[src/rtl/spi_pkg.sv]
// Shared constants and FSM state encoding for the SPI master.
package spi_pkg;

    localparam int SPI_WORD_W = 32;
    localparam int SPI_BYTE_W = 8;

    typedef enum logic [2:0] {
        IDLE,
        SETUP,
        XFER,
        HOLD,
        GAP
    } spi_state_t;

endpackage

[src/rtl/spi_clk_gen.sv]
// Half-period timebase: one-cycle tick every CLK_DIV enabled cycles.
module spi_clk_gen #(
    parameter int CLK_DIV = 4
) (
    input  logic clk,
    input  logic rst,
    input  logic enable,
    output logic tick
);

    logic [7:0] count;

    assign tick = enable && (count == 8'(CLK_DIV - 1));

    // Count enabled cycles; restart on every tick and whenever disabled.
    always_ff @(posedge clk) begin
        // NOTE: non-blocking assignments for all state so every register samples pre-edge values.
        if (rst || !enable || tick) begin
            count <= '0;
        end else begin
            count <= count + 8'd1;
        end
    end

endmodule

[src/rtl/spi_master.sv]
// SPI mode 0 master: one WORD_W-bit full-duplex word per chip-select frame, MSB first.
module spi_master
    import spi_pkg::*;
#(
    parameter int CLK_DIV = 4,
    parameter int WORD_W  = SPI_WORD_W
) (
    input  logic              clk,
    input  logic              rst,
    input  logic              i_valid,
    input  logic [WORD_W-1:0] i_data,
    output logic              o_ready,
    output logic              o_sclk,
    output logic              o_mosi,
    output logic              o_ss,
    input  logic              i_miso,
    output logic [WORD_W-1:0] o_rx_data,
    output logic              o_rx_valid,
    output logic              o_busy
);

    localparam int BIT_CNT_W = $clog2(WORD_W + 1);

    spi_state_t           state, state_next;
    logic [WORD_W-1:0]    tx_shift, tx_next;
    logic [WORD_W-1:0]    rx_shift, rx_next;
    logic [BIT_CNT_W-1:0] bit_cnt, bit_cnt_next;
    logic                 sclk_next, mosi_next, ss_next;
    logic                 ready_next, busy_next, rx_valid_next;
    logic [WORD_W-1:0]    rx_data_next;
    logic                 tick;
    logic                 clk_en;

    // The timebase idles in IDLE, so it restarts from zero on every frame.
    assign clk_en = (state != IDLE);

    spi_clk_gen #(
        .CLK_DIV(CLK_DIV)
    ) u_clk_gen (
        .clk   (clk),
        .rst   (rst),
        .enable(clk_en),
        .tick  (tick)
    );

    // State and all registered outputs; reset abandons any frame in progress.
    always_ff @(posedge clk) begin
        if (rst) begin
            state      <= IDLE;
            tx_shift   <= '0;
            rx_shift   <= '0;
            bit_cnt    <= '0;
            o_sclk     <= 1'b0;
            o_mosi     <= 1'b0;
            o_ss       <= 1'b1;
            o_ready    <= 1'b1;
            o_busy     <= 1'b0;
            o_rx_valid <= 1'b0;
            o_rx_data  <= '0;
        end else begin
            state      <= state_next;
            tx_shift   <= tx_next;
            rx_shift   <= rx_next;
            bit_cnt    <= bit_cnt_next;
            o_sclk     <= sclk_next;
            o_mosi     <= mosi_next;
            o_ss       <= ss_next;
            o_ready    <= ready_next;
            o_busy     <= busy_next;
            o_rx_valid <= rx_valid_next;
            o_rx_data  <= rx_data_next;
        end
    end

    // Next-state and next-output logic, advanced by the half-period tick.
    always_comb begin
        // NOTE: every signal written here gets a default first, so no latch is inferred.
        state_next    = state;
        tx_next       = tx_shift;
        rx_next       = rx_shift;
        bit_cnt_next  = bit_cnt;
        sclk_next     = o_sclk;
        mosi_next     = o_mosi;
        ss_next       = o_ss;
        ready_next    = o_ready;
        busy_next     = o_busy;
        rx_valid_next = 1'b0;
        rx_data_next  = o_rx_data;

        case (state)
            IDLE: begin
                if (i_valid && o_ready) begin
                    tx_next      = i_data;
                    rx_next      = '0;
                    bit_cnt_next = '0;
                    mosi_next    = i_data[WORD_W-1];
                    ss_next      = 1'b0;
                    ready_next   = 1'b0;
                    busy_next    = 1'b1;
                    state_next   = SETUP;
                end
            end

            SETUP: begin
                // Leaving SETUP is rising edge 0, so MISO is sampled here too.
                if (tick) begin
                    sclk_next    = 1'b1;
                    rx_next      = {rx_shift[WORD_W-2:0], i_miso};
                    bit_cnt_next = bit_cnt + BIT_CNT_W'(1);
                    state_next   = XFER;
                end
            end

            XFER: begin
                if (tick) begin
                    if (!o_sclk) begin
                        sclk_next    = 1'b1;
                        rx_next      = {rx_shift[WORD_W-2:0], i_miso};
                        bit_cnt_next = bit_cnt + BIT_CNT_W'(1);
                    end else begin
                        sclk_next = 1'b0;
                        if (bit_cnt == BIT_CNT_W'(WORD_W)) begin
                            mosi_next  = 1'b0;
                            state_next = HOLD;
                        end else begin
                            tx_next   = tx_shift << 1;
                            mosi_next = tx_next[WORD_W-1];
                        end
                    end
                end
            end

            HOLD: begin
                if (tick) begin
                    ss_next       = 1'b1;
                    rx_data_next  = rx_shift;
                    rx_valid_next = 1'b1;
                    state_next    = GAP;
                end
            end

            GAP: begin
                if (tick) begin
                    ready_next = 1'b1;
                    busy_next  = 1'b0;
                    state_next = IDLE;
                end
            end

            default: begin
                state_next = IDLE;
            end
        endcase
    end

endmodule

[config.mk]
export PLATFORM = sky130hd
export DESIGN_NAME = spi_master
export DESIGN_NICKNAME = d
export VERILOG_FILES = /design/src/rtl/spi_pkg.sv /design/src/rtl/spi_clk_gen.sv /design/src/rtl/spi_master.sv
export SDC_FILE = /design/constraint.sdc
export NUM_CORES = 1
export LEC_CHECK = 0
export BUFFER_PORTS_ARGS = -buffer_cell sky130_fd_sc_hd__buf_2
export CAP_MARGIN = 20
export CORE_MARGIN = 2
export CORE_UTILIZATION = 40
export CTS_CLUSTER_SIZE = 10
export DETAILED_ROUTE_END_ITERATION = 12
export GPL_TIMING_DRIVEN = 1
export HOLD_SLACK_MARGIN = 0.12
export PLACE_DENSITY = 0.65
export SLEW_MARGIN = 10
export SYNTH_ARGS = -nofsm -noshare
export SYNTH_HDL_FRONTEND = slang
export SYNTH_SLANG_ARGS = --single-unit
[constraint.sdc]
create_clock -name clk -period 1.9 [get_ports clk]
set_input_delay 0.285 -clock clk [delete_from_list [all_inputs] [get_ports clk]]
set_output_delay 0.285 -clock clk [all_outputs]
set_load 0.05 [all_outputs]
==> impl_metrics.toml, run 1 <==
[flow_run]
max_cap_viol_count = 0

[finish]
final_util_pct = 51.0
multiInputGateArea_um2 = 2760
drive_above_1_share_pct = 27.2
ff_latch_area_um2 = 2360
layout.cells.most_common_list = "dfxtp_1, a21oi_1, buf_2"
final_cells = 866
design_area_um2 = 6670
insertedDiodeCount = 0
layout.nets = 716
n_fill_cell = 1195
area_delta_synth_final_pct = 26.1
layout_commonest_cell = "dfxtp_1"

[critical_path]
crit_top_cell = "or3b_4"
crit_buf_inv = 1
worstPathRequired_ps = 2190
critPathMaxStageDelay_ps = 390
crit_chain = "or3b_4 -> or3b_4 -> a21o_4 -> buf_12 -> mux2_4"
worst-path-max-fanout = 14
cpLargestDelayFamily = "simple AND/OR/NAND/NOR gates"
start_kind = "flip-flop"
end_kind = "flip-flop"
worstPathArrival_ps = 2230
critPathSlowestCell = "or3b_4"
crit_type = "reg2reg"

[sta]
worst_slack_ps = -43.8
fin_hold_ws_ps = 158
rsz0062_at_grt = "yes"
fin_skew_ps = 8.61
setup_violations = 21
fmax_ghz = 0.514
hold_viol = 0
slew_violations = 0
finalSetupTns_ps = -785
relSlewSlack_pct = 63.3
tightestPinTransition_ps = 550
finalCritPeriodShare_pct = 102
period_needed_ps = 1940

[cts]
cts_buffer_depth = 2
cts_root_buf = "clkbuf_16"
clk_latency_ps = 410
htreeDepth = 4
ctsHoldBuffers = 0
postCtsSetupRepairBufs = 0
clkSinkCount = 118
path_clk_slew_ps = 60
cts_buffers = 17
cts_tree = "built"

[detailed_routing]
met3_length_um = 629
drtPass1Iterations = 5
wl_per_cell_um = 14.2
wl_met2_um = 6000
viasPerCell = 5.23
route.vias.total = 4532
postRouteAntennaNets = 0
first_iter_violations = 323
wl_met1_um = 5460
drcViolationCount = 0
wl_um = 12300
highest_layer = "met4"

[outcome]
violations = "negative setup slack"
status = "finished with violations"

[logic_synthesis]
syn_area_um2 = 5290
synth.area.top_cells = "dfxtp_1, a21oi_1, mux2i_1, mux2_4, nand2_1"
synth-async-reset-ratio_pct = 0
syn_nets = 641
ys.flop_type = "dfxtp_1"
synth_edf_count = 0
synth_seq_cells = 118
yosysSeqAreaShare_pct = 44.7
yosysTopAreaCellShare_pct = 44.7
synth_area_leader_cell = "dfxtp_1"
synthCells = 602
ys_types = 50
yosysWarnings = 0
synth_area_per_cell_um2 = 8.79

[placed_design]
pre_cts_ws_ps = -32.3
dp.cells = 832
dp.final_hpwl_um = 7680
gp_congestion = 0.762
place_area_um2 = 6000
portBuffers = 73

[pwr]
power.density_nw_per_um2 = 920
finalPower_mw = 6.14
p_leak_nw = 2.81
clockPowerShare_pct = 50.3
peakVddDrop_mv = 0.542
internal-power_mw = 4.68
p_comb_share_pct = 8.0
p_sw_share_pct = 23.7
p_sw_mw = 1.45
p_seq_share_pct = 41.7

[global_route]
grt_max_degree = 66
grt_usage_pct = 16.9
grt_pass1_wl_um = 19800
first_global_vias = 4353
antenna_found_initial = 0
grt_overflow = 0

[die]
die_h_um = 119
fp.coreArea_um2 = 13100
die_area_um2 = 14200
rows = 42
die_w_um = 119
start_util_pct = 40.4
pin_count = 74

[worst_hold_path]
worstHoldPathType = "in2reg"
-- state kept, by name, indices dropped and copies added, names as in the netlist, 3 cells and up --
name and flops:
rx_shift 32, tx_shift 31, u_clk_gen.count 8, bit_cnt 6
o_rx_data 32, state 3
-- power by group through the flow --
stage / sequential [mW] / clock (mW) / combinational (mW)
after global placement: 2.61 / 0 / 0.450
after floorplan: 2.63 / 0 / 0.302
after detailed placement: 2.61 / 0 / 0.465
final: 2.56 / 3.09 / 0.491
after global routing: 2.57 / 3.26 / 0.527
after CTS: 2.56 / 3.14 / 0.468
-- final timing paths --
check,depth (start not counted),slack (ps),to,start
max,5,-40,tx_shift[12]$_SDFFE_PP0P_,state[1]$_SDFFE_PP0P_
min,3,160,rx_shift[0]$_SDFFE_PP0P_,i_miso
max reg2reg,5,-40,tx_shift[12]$_SDFFE_PP0P_,state[1]$_SDFFE_PP0P_
min reg2reg,2,450,o_rx_data[20]$_SDFFE_PP0P_,o_rx_data[20]$_SDFFE_PP0P_
-- logic make-up (layout without fill, tap and decap cells) --
logic type,count (synthesis),count (layout),synth area share [%]
fa+ha+maj,3,3,0.710
mux,61,61,13.7
compound gates,135,135,14.0
xor+xnor,8,8,1.32
buf+inv,55,143,4.59
simple gates,222,222,21.0
flops,118,118,44.7
-- cell usage after synthesis, types with 4 or more instances --
cell,number
dfxtp_1,118
mux2_4,20
nand3_1,10
nor2_1,46
nand2_1,70
mux2i_1,31
a311oi_1,4
nor3_1,5
nor3b_1,4
xor2_1,6
mux2_2,10
a21oi_1,79
inv_1,4
buf_2,10
o21ai_0,35
nand4_1,36
clkbuf_1,36
nor2b_1,33
-- per-layer routing --
| layer | GRT usage [%] | vias to the layer above |
|---|---|---|
| met5 | 0 | - |
| met4 | 6.03 | 0 |
| met3 | 4.69 | 15 |
| met2 | 28.8 | 124 |
| met1 | 20.3 | 2131 |
| li1 | - | 2262 |
-- worst min-delay path: stages --
cell     delay [ps]
buf_2           110
nand4_1          60
a21oi_1          60
-- area by class of cell --
class	count	area share (%)
multi-input cells	429	41.3
flip-flops and latches	118	35.4
repair buffers	107	11.0
clock buffers	17	6.38
well taps	176	3.30
clock inverters	15	2.34
inverters	4	0.225
-- what timing repair did --
| action | CTS | global route |
|---|---|---|
| endpoints found under the setup margin | 30 | 47 |
| gates resized for setup | 2 | 12 |
| cloned | 0 | 2 |
| pin swaps | 0 | 3 |
No activity file was read; power rests on OpenSTA's default activity.
==> run 2, diff against run 1 <==
- CORE_UTILIZATION: 40 -> 50
- GPL_TIMING_DRIVEN: 1 -> 0
- PLACE_DENSITY: 0.65 -> 0.74
==> run 2 against run 1 <==
Effect of this change:
- the flow still finishes with violations (negative setup slack)
- design area rose by 2.7%
- hold slack lost 33 ps
- flip-flop and latch count unchanged
- first-iteration DRC count grew 21%
- combinational power grew 8.1%
==> impl_metrics.toml, run 2 (synthesis gave the netlist of run 1 again) <==
[outcome]
status = "finished with violations"
violations = "negative setup slack"

[placed_design]
gp_congestion = 0.830
dp.cells = 810
place_area_um2 = 5840
portBuffers = 72
dp.final_hpwl_um = 8510

[sta]
hold_viol = 0
fin_hold_ws_ps = 125
fmax_ghz = 0.482
worst_slack_ps = -174
relSlewSlack_pct = 61.8
slew_violations = 0
setup_violations = 30
finalCritPeriodShare_pct = 109
rsz0062_at_grt = "yes"
period_needed_ps = 2070
fin_skew_ps = 7.49
tightestPinTransition_ps = 574

[pwr]
p_leak_nw = 2.92
internal-power_mw = 4.86
p_comb_share_pct = 8.4
clockPowerShare_pct = 51.2
power.density_nw_per_um2 = 924
p_seq_share_pct = 40.4
p_sw_share_pct = 23.3
peakVddDrop_mv = 0.504
p_sw_mw = 1.47
finalPower_mw = 6.33

[critical_path]
critPathMaxStageDelay_ps = 400
r2r_slack_ps = -170
start_kind = "flip-flop"
crit_chain = "or3b_4 -> or3b_4 -> a21o_1 -> buf_6 -> clkbuf_16 -> mux2_4"
critPathSlowestCell = "or3b_4"
worst-path-max-fanout = 5
worstPathArrival_ps = 2490
end_kind = "flip-flop"
worstPathRequired_ps = 2320
crit_top_cell = "or3b_4"
crit_type = "reg2reg"

[flow_run]
max_cap_viol_count = 0

[finish]
insertedDiodeCount = 0
drive_above_1_share_pct = 28.6
n_fill_cell = 835
layout_commonest_cell = "dfxtp_1"
layout.nets = 750
layout.cells.most_common_list = "dfxtp_1, buf_2, a21oi_1"
top_regs = "o_rx_data x32, rx_shift x32, tx_shift x31"
area_delta_synth_final_pct = 29.5
final_util_pct = 66.7
final_cells = 860
design_area_um2 = 6850

[cts]
clk_latency_ps = 530
cts_buffer_depth = 2
cts_buffers = 17
cts_root_buf = "clkbuf_8"
htreeDepth = 4
clkSinkCount = 118
path_clk_slew_ps = 60
cts_tree = "built"

[detailed_routing]
first_iter_violations = 392
drcViolationCount = 0
viasPerCell = 5.66
wl_per_cell_um = 16.3
wl_um = 14100
drtPass1Iterations = 5
postRouteAntennaNets = 0
route.vias.total = 4865

[die]
die_w_um = 107
die_area_um2 = 11400
fp.coreArea_um2 = 10300
start_util_pct = 51.5
die_h_um = 107
rows = 37
pin_count = 74

[global_route]
grt_overflow = 0
grt_usage_pct = 25.3
grt_pass1_wl_um = 23000
first_global_vias = 4805
grt_max_degree = 17
antenna_found_initial = 0

[worst_hold_path]
worstHoldPathType = "in2reg"
## run 2: changes by cell type in the layout (fill, tap and decap cells not counted), moves of 4 or more
cell      delta
buf_2        +5
clkbuf_1    +17
buf_4        -4
clkbuf_2    +13
buf_12       -4
dfxtp_4      +4
clkbuf_8     +4
## run 2: worst paths after layout
check	cells after the start	to	from
setup / recovery	6	tx_shift[15]$_SDFFE_PP0P_	state[0]$_SDFFE_PP0P_
hold / removal	4	tx_shift[5]$_SDFFE_PP0P_	i_data[5]
setup reg to reg	6	tx_shift[15]$_SDFFE_PP0P_	state[0]$_SDFFE_PP0P_
hold reg to reg	2	o_rx_data[17]$_SDFFE_PP0P_	o_rx_data[17]$_SDFFE_PP0P_
## run 2: power by group through the flow
stage                     clock network (mW)  logic, mW  registers, mW
after floorplan                            0      0.302           2.63
after global placement                     0      0.437           2.61
after detailed placement                   0      0.451           2.61
after CTS                               3.27      0.486           2.56
after global routing                    3.37      0.570           2.56
final                                   3.24      0.531           2.56
## run 2: repair_timing
| item | CTS | global route |
|---|---|---|
| endpoints found under the setup margin | 107 | 105 |
| resized for setup | 34 | 41 |
| gates cloned | 0 | 2 |
| hold buffers | 3 | 0 |
| hold endpoints to repair | 3 | 0 |
| buffers inserted | 13 | 5 |
| pin swaps | 5 | 5 |
## run 2: layer usage
metal / share of wire (%) / global-route usage [%] / vias to the layer above
met5: 0 / 0 / -
met4: 2.4 / 9.18 / 0
met3: 5.4 / 6.93 / 34
met2: 50 / 42.5 / 160
met1: 42 / 31.0 / 2332
li1: - / - / 2339
## run 2: final cells by class
cell class	instances	area [µm²]	area share, %
Inverter	4	15.0	0.219
Sequential cell	118	2380	34.7
Clock inverter	12	151	2.21
Timing Repair Buffer	95	586	8.54
Buffer	46	264	3.85
Clock buffer	20	455	6.65
Multi-Input combinational cell	429	2830	41.4
Tap cell	136	170	2.48
## run 2: worst max-delay path, delay by kind of cell, from the launching register on
family,cells,cell delay (ps)
simple gates,2,790
flops,1,350
buf+inv,2,310
mux,1,290
compound gates,1,210
## run 2: stage by stage
step / TNS (ps) / setup slack [ps]
6_report: -4150 / -174
5_1_grt: -5280 / -201
4_1_cts: -5630 / -216
3_5_place_dp: -54440 / -742
3_3_place_gp: -46550 / -634
2_1_floorplan: -5650 / -150
==> run 3, diff against run 2 <==
- TNS_END_PERCENT: not set -> 5
==> run 3 against run 2 <==
Effect of this change:
- the run still ends with negative setup slack left
- non-clock buffer count down 5
- flip-flop and latch count unchanged
- die area did not move
- first-iteration DRC count fell by 15%
- core utilization decreased by 0.75 points
- critical path depth stayed put
- sequential power is essentially flat
- largest cell class unchanged
- highest routed layer unchanged
==> impl_metrics.toml, run 3 (synthesis gave the netlist of run 1 again) <==
[critical_path]
crit_type = "reg2reg"
end_kind = "flip-flop"
worst-path-max-fanout = 5
worstPathRequired_ps = 2310
start_kind = "flip-flop"
cpLargestDelayFamily = "simple AND/OR/NAND/NOR gates"
r2r_slack_ps = -170
crit_buf_inv = 2
crit_top_cell = "or3b_4"
critPathMaxStageDelay_ps = 400
crit_chain = "or3b_4 -> or3b_4 -> a21o_1 -> buf_6 -> clkbuf_16 -> mux2_4"
critPathSlowestCell = "or3b_4"
worstPathArrival_ps = 2480

[die]
die_w_um = 107
start_util_pct = 51.5
die_area_um2 = 11400
pin_count = 74
rows = 37
die_h_um = 107
fp.coreArea_um2 = 10300

[finish]
layout.cells.most_common_list = "dfxtp_1, buf_2, a21oi_1"
multiInputGateArea_um2 = 2810
drive_above_1_share_pct = 27.3
layout_commonest_cell = "dfxtp_1"
insertedDiodeCount = 0
final_cells = 855
top_regs = "o_rx_data x32, rx_shift x32, tx_shift x31"
final_util_pct = 65.9
ff_latch_area_um2 = 2370
area_delta_synth_final_pct = 28.1
layout.nets = 745
n_fill_cell = 852

[flow_run]
max_cap_viol_count = 0

[detailed_routing]
route.vias.total = 4850
viasPerCell = 5.67
wl_per_cell_um = 16.1
first_iter_violations = 333
drcViolationCount = 0
postRouteAntennaNets = 0
wl_um = 13800
drtPass1Iterations = 6

[global_route]
antenna_found_initial = 0
first_global_vias = 4680
grt_pass1_wl_um = 22500
grt_usage_pct = 24.7
grt_max_degree = 17
grt_overflow = 0

[sta]
slew_violations = 0
finalSetupTns_ps = -4030
setup_violations = 30
hold_viol = 0
finalCritPeriodShare_pct = 109
tightestPinTransition_ps = 660
fin_skew_ps = 7.53
relSlewSlack_pct = 55.7
fmax_ghz = 0.483
period_needed_ps = 2070
worst_slack_ps = -172
rsz0062_at_grt = "yes"
fin_hold_ws_ps = 129

[cts]
cts_tree = "built"
cts_buffers = 17
cts_buffer_depth = 2
path_clk_slew_ps = 60
clkSinkCount = 118
cts_root_buf = "clkbuf_8"
htreeDepth = 4
clk_latency_ps = 530

[outcome]
status = "finished with violations"
violations = "negative setup slack"

[pwr]
p_leak_nw = 2.87
finalPower_mw = 6.32
power.density_nw_per_um2 = 933
peakVddDrop_mv = 0.505

[placed_design]
dp.cells = 810
dp.final_hpwl_um = 8510
portBuffers = 72
gp_congestion = 0.830

[worst_hold_path]
worstHoldPathType = "in2reg"
-- run 3: area by class of cell --
class	count	area share, %
flip-flops and latches	118	35.1
well taps	136	2.51
multi-input cells	429	41.4
repair buffers	89	8.01
clock inverters	12	2.23
plain buffers	47	3.80
inverters	4	0.222
clock buffers	20	6.72
-- run 3: tightest hold or removal path, stage by stage --
cell     delay (ps)
buf_2            70
mux2i_1          50
nor2_1           70
mux2_2          140
-- run 3: metal layers --
metal / track usage (%) / routed length [µm]
met1: 30.8 / 5950
met5: 0 / 0
met2: 41.4 / 6770
met3: 6.44 / 753
met4: 8.63 / 299
-- run 3: timing repair --
action                                 CTS  global route
hold buffers                             3             0
pin swaps                                5             4
setup endpoints to repair              107           107
resized for setup                       31            24
buffers inserted                         8             4
cloned                                   0             2
endpoints found under the hold margin    3             0
-- run 3: metrics by stage --
stage | cell area [µm²] | setup slack (ps)
floorplan | 5310 | -150
global placement | 5840 | -634
detailed placement | 5840 | -742
CTS | 6640 | -216
global route | 6780 | -193
finish | 6780 | -172
-- run 3: final timing paths --
| path | end | start | cells after the start |
|---|---|---|---|
| max | tx_shift[15]$_SDFFE_PP0P_ | state[0]$_SDFFE_PP0P_ | 6 |
| min | tx_shift[5]$_SDFFE_PP0P_ | i_data[5] | 4 |
| max reg2reg | tx_shift[15]$_SDFFE_PP0P_ | state[0]$_SDFFE_PP0P_ | 6 |
| min reg2reg | o_rx_data[17]$_SDFFE_PP0P_ | o_rx_data[17]$_SDFFE_PP0P_ | 2 |
-- run 3: where the power goes --
group	leakage, nW	internal (mW)	switching, mW
logic	1.62	0.228	0.288
clock network	0.285	2.09	1.15
registers	0.959	2.53	0.0282
